`src/rtl/tpu_ctrl_pkg.sv`:
```
// Shared types and constants for the systolic-array tile sequencer.
package tpu_ctrl_pkg;

    // Sequencer phases for one weight tile.
    typedef enum logic [2:0] {
        IDLE   = 3'd0,
        LOAD_W = 3'd1,
        STREAM = 3'd2,
        DRAIN  = 3'd3,
        DONE   = 3'd4
    } sched_state_t;

    // Arithmetic mode forwarded to every PE.
    typedef logic [1:0] sys_mode_t;

    localparam sys_mode_t MODE_Q88   = 2'b00;
    localparam sys_mode_t MODE_INT16 = 2'b01;
    localparam sys_mode_t MODE_INT8  = 2'b10;
    localparam sys_mode_t MODE_INT4  = 2'b11;

    // Read latency of the weight and input tile buffers.
    localparam int RAM_LAT = 1;

endpackage

```
`src/rtl/tile_sched_skew_line.sv`:
```
// Per-row west-edge delay line carrying {valid, switch}.
// Row r uses DEPTH = RAM_LAT + r so that the diagonal wavefront enters the array.
module skew_line #(
    parameter int DEPTH = 1
) (
    input  logic       clk,
    input  logic       rst_n,
    input  logic       clr,
    input  logic [1:0] d,
    output logic [1:0] q
);

    logic [1:0] pipe [DEPTH];

    // Shift register. A synchronous clear empties it in one cycle when a tile is abandoned.
    always_ff @(posedge clk or negedge rst_n) begin
        if (!rst_n) begin
            for (int i = 0; i < DEPTH; i++) begin
                pipe[i] <= 2'b00;
            end
        end else if (clr) begin
            for (int i = 0; i < DEPTH; i++) begin
                pipe[i] <= 2'b00;
            end
        end else begin
            pipe[0] <= d;
            for (int i = 1; i < DEPTH; i++) begin
                pipe[i] <= pipe[i-1];
            end
        end
    end

    assign q = pipe[DEPTH-1];

endmodule

```
`src/rtl/tile_sched.sv`:
```
// Tile sequencer for a ROWS x COLS systolic PE array.
// A tile runs four phases: load the weights, switch them in, stream the vectors, drain the partial sums.
module tile_sched
    import tpu_ctrl_pkg::*;
#(
    parameter int ROWS  = 4,
    parameter int COLS  = 4,
    parameter int VEC_W = 16
) (
    input  logic                    clk,
    input  logic                    rst_n,
    input  logic                    start,
    input  logic                    abort,
    input  logic [VEC_W-1:0]        num_vec,
    input  logic [1:0]              mode_in,
    output logic [1:0]              sys_mode,
    output logic                    pe_enable,
    output logic                    w_rd_en,
    output logic [$clog2(ROWS)-1:0] w_rd_addr,
    output logic                    w_accept,
    output logic                    in_rd_en,
    output logic [VEC_W-1:0]        in_rd_addr,
    output logic [ROWS-1:0]         row_valid,
    output logic [ROWS-1:0]         row_switch,
    output logic                    busy,
    output logic                    done,
    output logic                    cfg_err
);

    localparam int LD_W = $clog2(ROWS);
    localparam int DR_W = $clog2(ROWS + COLS + 1);

    localparam logic [LD_W-1:0] LD_LAST = LD_W'(ROWS - 1);
    localparam logic [DR_W-1:0] DR_LAST = DR_W'(ROWS + COLS - 1);

    sched_state_t     state;
    logic [LD_W-1:0]  ld_cnt;
    logic [VEC_W-1:0] vec_cnt;
    logic [VEC_W-1:0] vec_last;
    logic [DR_W-1:0]  dr_cnt;
    sys_mode_t        mode_q;
    logic             launch;
    logic             first_vec;
    logic [1:0]       skew_q [ROWS];

    // A tile only launches from IDLE with a nonzero vector count and no simultaneous cancel.
    assign launch = (state == IDLE) && start && (num_vec != '0) && !abort;

    // Phase sequencing. Each counter is zeroed when its phase ends, so a fresh tile always starts clean.
    // The last vector index is stored instead of the count so M = 2^VEC_W-1 never needs a wider compare.
    always_ff @(posedge clk or negedge rst_n) begin
        if (!rst_n) begin
            state    <= IDLE;
            ld_cnt   <= '0;
            vec_cnt  <= '0;
            vec_last <= '0;
            dr_cnt   <= '0;
        end else if (abort) begin
            state   <= IDLE;
            ld_cnt  <= '0;
            vec_cnt <= '0;
            dr_cnt  <= '0;
        end else begin
            case (state)
                IDLE: begin
                    if (launch) begin
                        state    <= LOAD_W;
                        vec_last <= num_vec - VEC_W'(1);
                        ld_cnt   <= '0;
                    end
                end
                LOAD_W: begin
                    if (ld_cnt == LD_LAST) begin
                        state   <= STREAM;
                        ld_cnt  <= '0;
                        vec_cnt <= '0;
                    end else begin
                        ld_cnt <= ld_cnt + LD_W'(1);
                    end
                end
                STREAM: begin
                    if (vec_cnt == vec_last) begin
                        state   <= DRAIN;
                        vec_cnt <= '0;
                        dr_cnt  <= '0;
                    end else begin
                        vec_cnt <= vec_cnt + VEC_W'(1);
                    end
                end
                DRAIN: begin
                    if (dr_cnt == DR_LAST) begin
                        state  <= DONE;
                        dr_cnt <= '0;
                    end else begin
                        dr_cnt <= dr_cnt + DR_W'(1);
                    end
                end
                DONE: begin
                    state <= IDLE;
                end
                default: begin
                    state <= IDLE;
                end
            endcase
        end
    end

    // Mode is captured at launch and held afterwards, even through an abort.
    always_ff @(posedge clk or negedge rst_n) begin
        if (!rst_n) begin
            mode_q <= MODE_Q88;
        end else if (launch) begin
            mode_q <= sys_mode_t'(mode_in);
        end
    end

    // Weight accept trails the weight read strobe by the buffer latency.
    // A zero-length tile request is flagged one cycle later.
    always_ff @(posedge clk or negedge rst_n) begin
        if (!rst_n) begin
            w_accept <= 1'b0;
            cfg_err  <= 1'b0;
        end else begin
            w_accept <= w_rd_en && !abort;
            cfg_err  <= (state == IDLE) && start && (num_vec == '0) && !abort;
        end
    end

    // Strobes and addresses are decoded from the phase. Weight rows are read bottom row first so
    // that after ROWS shifts down the columns, row r sits in PE row r.
    always_comb begin
        busy       = (state != IDLE);
        pe_enable  = (state != IDLE);
        w_rd_en    = (state == LOAD_W);
        w_rd_addr  = '0;
        in_rd_en   = (state == STREAM);
        in_rd_addr = '0;
        done       = (state == DONE);
        if (state == LOAD_W) begin
            w_rd_addr = LD_LAST - ld_cnt;
        end
        if (state == STREAM) begin
            in_rd_addr = vec_cnt;
        end
    end

    assign sys_mode  = mode_q;
    assign first_vec = in_rd_en && (vec_cnt == '0);

    // One skew line per row. The switch travels with the first vector, so each PE row swaps
    // its weights exactly when the first input of the tile reaches it.
    for (genvar r = 0; r < ROWS; r++) begin : g_skew
        skew_line #(
            .DEPTH(RAM_LAT + r)
        ) u_skew (
            .clk   (clk),
            .rst_n (rst_n),
            .clr   (abort),
            .d     ({in_rd_en, first_vec}),
            .q     (skew_q[r])
        );
        assign row_valid[r]  = skew_q[r][1];
        assign row_switch[r] = skew_q[r][0];
    end

endmodule
```
`config.mk`:
```
export PLATFORM = sky130hd
export DESIGN_NAME = tile_sched
export DESIGN_NICKNAME = d
export VERILOG_FILES = /design/src/rtl/tpu_ctrl_pkg.sv /design/src/rtl/tile_sched_skew_line.sv /design/src/rtl/tile_sched.sv
export SDC_FILE = /design/constraint.sdc
export NUM_CORES = 1
export LEC_CHECK = 0
export CAP_MARGIN = 20
export CORE_MARGIN = 2
export CORE_UTILIZATION = 56
export CTS_BUF_LIST = sky130_fd_sc_hd__clkbuf_4
export CTS_CLUSTER_DIAMETER = 80
export DETAILED_ROUTE_END_ITERATION = 6
export PLACE_DENSITY = 0.94
export SYNTH_ARGS = -nofsm -noshare
export SYNTH_HDL_FRONTEND = slang
export SYNTH_HIERARCHICAL = 1
export SYNTH_SLANG_ARGS = --single-unit
```
`constraint.sdc`:
```
create_clock -name clk -period 2.1 [get_ports clk]
set_input_delay 0.63 -clock clk [delete_from_list [all_inputs] [get_ports clk]]
set_output_delay 0.63 -clock clk [all_outputs]
set_load 0.03 [all_outputs]
```
Word-level counts from Yosys, hierarchy flattened
Cells that the tools add are included.

Register bits: 65. Output and inout port bits: 35. Logic and storage cells: 80.

$add $sub $neg: 5. Equality and inequality tests: 11. Muxes and demuxes: 24. Bitwise operators: 1. Reduce and logical (&&, ||, !) cells: 21.

Operator list (number): $mux W16 (4); $logic_not A16 Y1 (2); $pmux W16 S2 (1); $add A16 B1 Y16 const B (1); $eq A16 B16 Y1 (1); $mux W4 (4); $reduce_bool A16 Y1 (1); $sub A16 B1 Y16 const B (1); $mux W3 (5); $pmux W3 S4 (1); $reduce_bool A3 Y1 (4); $mux W2 (5); $mux W8 (1); $pmux W4 S2 (1); $logic_and A1 B1 Y1 (7); $eq A3 B2 Y1 const B (2); $mux W6 (1); $ne A3 B2 Y1 const B (2); $ne A3 B3 Y1 const B (2); $reduce_and A2 Y1 (3); $add A4 B1 Y4 const B (1); $eq A4 B3 Y1 const B (1); $pmux W2 S2 (1); $reduce_and A4 Y1 (1); 9 further kinds (9).

Logic depth before layout (Yosys ltp)
Word-level depth: 7. Gate-level depth with buffers: 7. Gate-level depth less buffers: 7.

By module
Netlist, hierarchy kept.

Modules (own cells, without submodules): tile_sched (times used 1, cells each 310, area each 2832.7 sq um, sequential area each 1126.1 sq um); skew_line at g_skew[3].u_skew (times used 1, cells each 18, area each 265.3 sq um, sequential area each 200.2 sq um); skew_line at g_skew[2].u_skew (times used 1, cells each 14, area each 202.7 sq um, sequential area each 150.1 sq um); skew_line at g_skew[1].u_skew (times used 1, cells each 10, area each 140.1 sq um, sequential area each 100.1 sq um); skew_line at g_skew[0].u_skew (times used 1, cells each 4, area each 62.6 sq um, sequential area each 50.0 sq um).

Worst setup path after synthesis
No wires, ideal clock.

Path type: reg-to-output. Start point: register state[2]. End point: output port in_rd_addr[0]. Data arrival time: 1.471 ns. Required time: 1.470 ns. Slack: -0.001 ns. Cell stages (with the launch flop): 5. Path through: dfrtp_1 buf_2 nand2b_1 clkbuf_1 nor3_1.

Word-level cells in the longest chain between the ends: 2.

RTL lines: start: declaration (line tile_sched.sv:36) `sched_state_t state;`; start signal: assignment (line tile_sched.sv:53) `state <= IDLE;`; start signal: assignment (line tile_sched.sv:59) `state <= IDLE;`; start signal: assignment (line tile_sched.sv:67) `state <= LOAD_W;`; $eq A3 B2 Y1 (line tile_sched.sv:142) `if (state == STREAM) begin`; $mux W16 (line tile_sched.sv:142); end: declaration (line tile_sched.sv:22) `output logic [VEC_W-1:0] in_rd_addr,`.

Every way passes these cells.

Worst setup path after layout
Start point: register state[2]. End point: output port w_rd_addr[0].

Word-level cells in the longest chain between the ends: 2.

RTL lines: $eq A3 B1 Y1 (line tile_sched.sv:139) `if (state == LOAD_W) begin`; $mux W2 (line tile_sched.sv:139); end: declaration (line tile_sched.sv:19) `output logic [$clog2(ROWS)-1:0] w_rd_addr,`.

Every way passes these cells.

==> impl_metrics.toml <==
[detailed_routing]
wl_per_cell_um = 18.34
vias = 3253
routed_wl_um = 9976
first_iter_violations = 449
drc_errors = 0
final_antenna_net_count = 0
drtPass1Iterations = 6
viasPerCell = 5.980

[die]
die_h_um = 83.10
initial_core_util_pct = 58.48
die_area_um2 = 6905
die_x_um = 83.10
num_rows = 28
io_pins = 57
core-area_um2 = 5991

[logic_synthesis]
synth-async-reset-ratio_pct = 100.0
synth.yosys.seq_area_share_pct = 46.43
netlist_instances = 356
synth_edf_count = 0
syn_avg_cell_area_um2 = 9.841
syn_nets = 384
synth_area_um2 = 3503
synth_cell_types = 49
synth_ff_type = "dfrtp_1"
ys_ff_latch = 65
ys_warn_count = 6

[clock_tree]
numCtsBuffers = 9
ctsLongestPathBuffers = 2
tritoncts = "yes"
path_clk_slew_ns = 0.12
cts_max_level = 3
clock_sinks = 65
cts_root_buffer = "clkbuf_4"
worstSkewPairLatency_ns = 0.43

[worst_setup_path]
regToRegSetupSlack_ns = 0.03
crit_top_cell = "buf_6"
rr_worst_depth = 9
worstPathRequired_ns = 1.47
slowest_delay_ns = 0.43
crit_cells = 4
crit_chain = "buf_6, or3_4, nor2_4, buf_6"
cp-start-kind = "flop"
worst_r2r_endpoint = "vec_last[4]"
cp-startpoint = "state[2]"
r2r_start = "state[1]"
crit_slowest_cell = "dfrtp_1"
critPathArrivalTime_ns = 1.67
crit_type = "flop to primary output"
worstPathBufferInverterCount = 2
cp_top_family = "simple AND/OR/NAND/NOR gates"
crit_end = "w_rd_addr[0]"
crit_fanout = 9
cp-end-kind = "primary output"

[pwr]
pwr-share-clk_pct = 35.6
power_leakage_nw = 2.448
ir_drop_mv = 0.4959
combPwrFrac_pct = 15.9
power.internal_w = 0.002025
switching_share_pct = 28.74
pwr-share-seq_pct = 48.6
p_sw_w = 0.0008166
power-per-cell-area_nw_per_um2 = 576.2

[placement]
port_buffers = 56
dp_hpwl_um = 6345
gp_congestion = 0.9165

[sta]
finalSetupTns_ns = -3.049
worstMarginPinSlew_ns = 0.6166
fmax_mhz = 435.5
min_period_over_period_pct = 109.3
min_period_ns = 2.296
max_slew_margin_pct = 58.74
hold_violations = 0
finalMaxSlewViolations = 0
setup_violations = 24
grt_setup_unrepaired = "true"
skew_ns = 0.02263
worst_slack_ns = -0.1961

[job]
maxCapViolCount = 0

[grt]
grt_overflow = 0
antenna_found_initial = 0
grtUsageTotal_pct = 27.42
grt_util_met3_pct = 6.064
grt.busiest_layer = "met2"
grt_pass1_vias = 3205
grt_pass1_wl_um = 15150
met2_usage_pct = 48.68
use_met1_pct = 32.13
grt_max_degree = 66

[finish]
layout-drive-gt1-share_pct = 30.70
final_util_pct = 82.33
antennaDiodeCount = 0
nNetsFinal = 492
final_common_cell = "dfrtp_1"
syn_to_final_growth_pct = 40.79
final_cell_mix = "65 x dfrtp_1, 60 x buf_4, 35 x nor2_1, 29 x xor2_1, 26 x buf_6"

[run_status]
violations = "setup timing"
status = "complete, but fails checks"

[hold_path]
hp-class = "input pin to async pin"
-- worst min path at each step --
stage / startpoint / end / depth (start not counted)
floorplan: rst_n / cfg_err / 0
global placement: g_skew[1].u_skew/pipe[2] / g_skew[1].u_skew/q[0] / 1
detailed placement: g_skew[2].u_skew/pipe[5] / g_skew[2].u_skew/pipe[3] / 1
CTS: rst_n / dr_cnt[3] / 2
global route: rst_n / g_skew[2].u_skew/pipe[5] / 2
finish: rst_n / dr_cnt[3] / 2
-- cell type report --
class	instances	area, um2
tap	75	93.84
inverter	8	30.03
clock inverter	7	103.9
clock buffer	9	67.56
timing repair buffer	122	1152
multi-input combinational	258	1858
fill	331	1059
sequential	65	1627
-- metal layers --
layer | up-vias | wire length (um) | part of all wire, %
li1 | 1472 | - | -
met1 | 1559 | 3842 | 39
met2 | 177 | 5085 | 51
met3 | 45 | 631 | 6.3
met4 | 0 | 416 | 4.2
met5 | - | 0 | 0
-- power groups by stage --
stage | logic [W] | registers (W) | clock network (W)
floorplan | 0.000189 | 0.00141 | 0
global placement | 0.000392 | 0.00140 | 0
detailed placement | 0.000415 | 0.00140 | 0
CTS | 0.000432 | 0.00138 | 0.00100
global route | 0.000486 | 0.00139 | 0.00106
finish | 0.000451 | 0.00138 | 0.00101
-- registers in the layout (all words and copies together), names as in the netlist --
register,flops
vec_cnt,16
g_skew.u_skew/pipe,12
sys_mode,2
cfg_err,1
w_accept,1
state,3
dr_cnt,4
ld_cnt,2
vec_last,16
g_skew.u_skew/q,8
-- cells in the mapped netlist (all sizes together) (3+ instances only) --
library cell,count,area (um2)
dfrtp,65,1627
and3,16,100.1
a21oi,24,135.1
nand2,16,67.56
nor2,40,160.2
o2bb2ai,4,35.03
nand3,5,25.02
nand4,5,31.28
or3,6,37.54
xnor2,8,70.07
buf,17,105.1
nor2b,22,137.6
nor3,10,50.05
or4,3,30.03
inv,8,30.03
xor2,29,254.0
o2111ai,7,61.31
a21o,4,30.03
clkbuf,8,30.03
nor3b,3,22.52
nand3b,4,30.03
nor4,15,108.9
mux2,4,45.04
ha,6,75.07
o21ai,4,20.02
-- kinds of logic (layout without fill, tap and decap cells) --
family | Yosys count | in the layout | synth area share (%)
AO/OA/AOI/OAI | 55 | 55 | 10.75
adder cells (fa/ha/maj) | 6 | 6 | 2.143
flip-flops | 65 | 65 | 46.43
XOR/XNOR | 37 | 37 | 9.250
AND/OR/NAND/NOR | 154 | 154 | 24.86
multiplexers | 6 | 6 | 1.857
buffers and inverters | 33 | 146 | 4.714
-- per-stage QoR --
step / instance area [um2] / power (W) / std cells / setup WS (ns) / hold slack (ns)
after detailed placement: 4425 / 0.001819 / 520 / -0.4509 / 0.4610
after CTS: 4832 / 0.002813 / 544 / -0.1625 / 0.2146
after floorplan: 3503 / 0.001597 / 356 / -0.001134 / 0.3344
after global routing: 4932 / 0.002938 / 544 / -0.2359 / 0.2158
after global placement: 4425 / 0.001788 / 520 / -0.3867 / 0.4421
final: 4932 / 0.002842 / 544 / -0.1961 / 0.1931
-- timing repair --
action                                  in CTS  in global routing
resized for setup                           56                 31
cloned                                       1                  0
endpoints found under the setup margin      23                 52
pin swaps                                    3                  1
buffers inserted                             7                  0
hold buffers                                 0                  0
No activity file was read; power rests on OpenSTA's default activity.
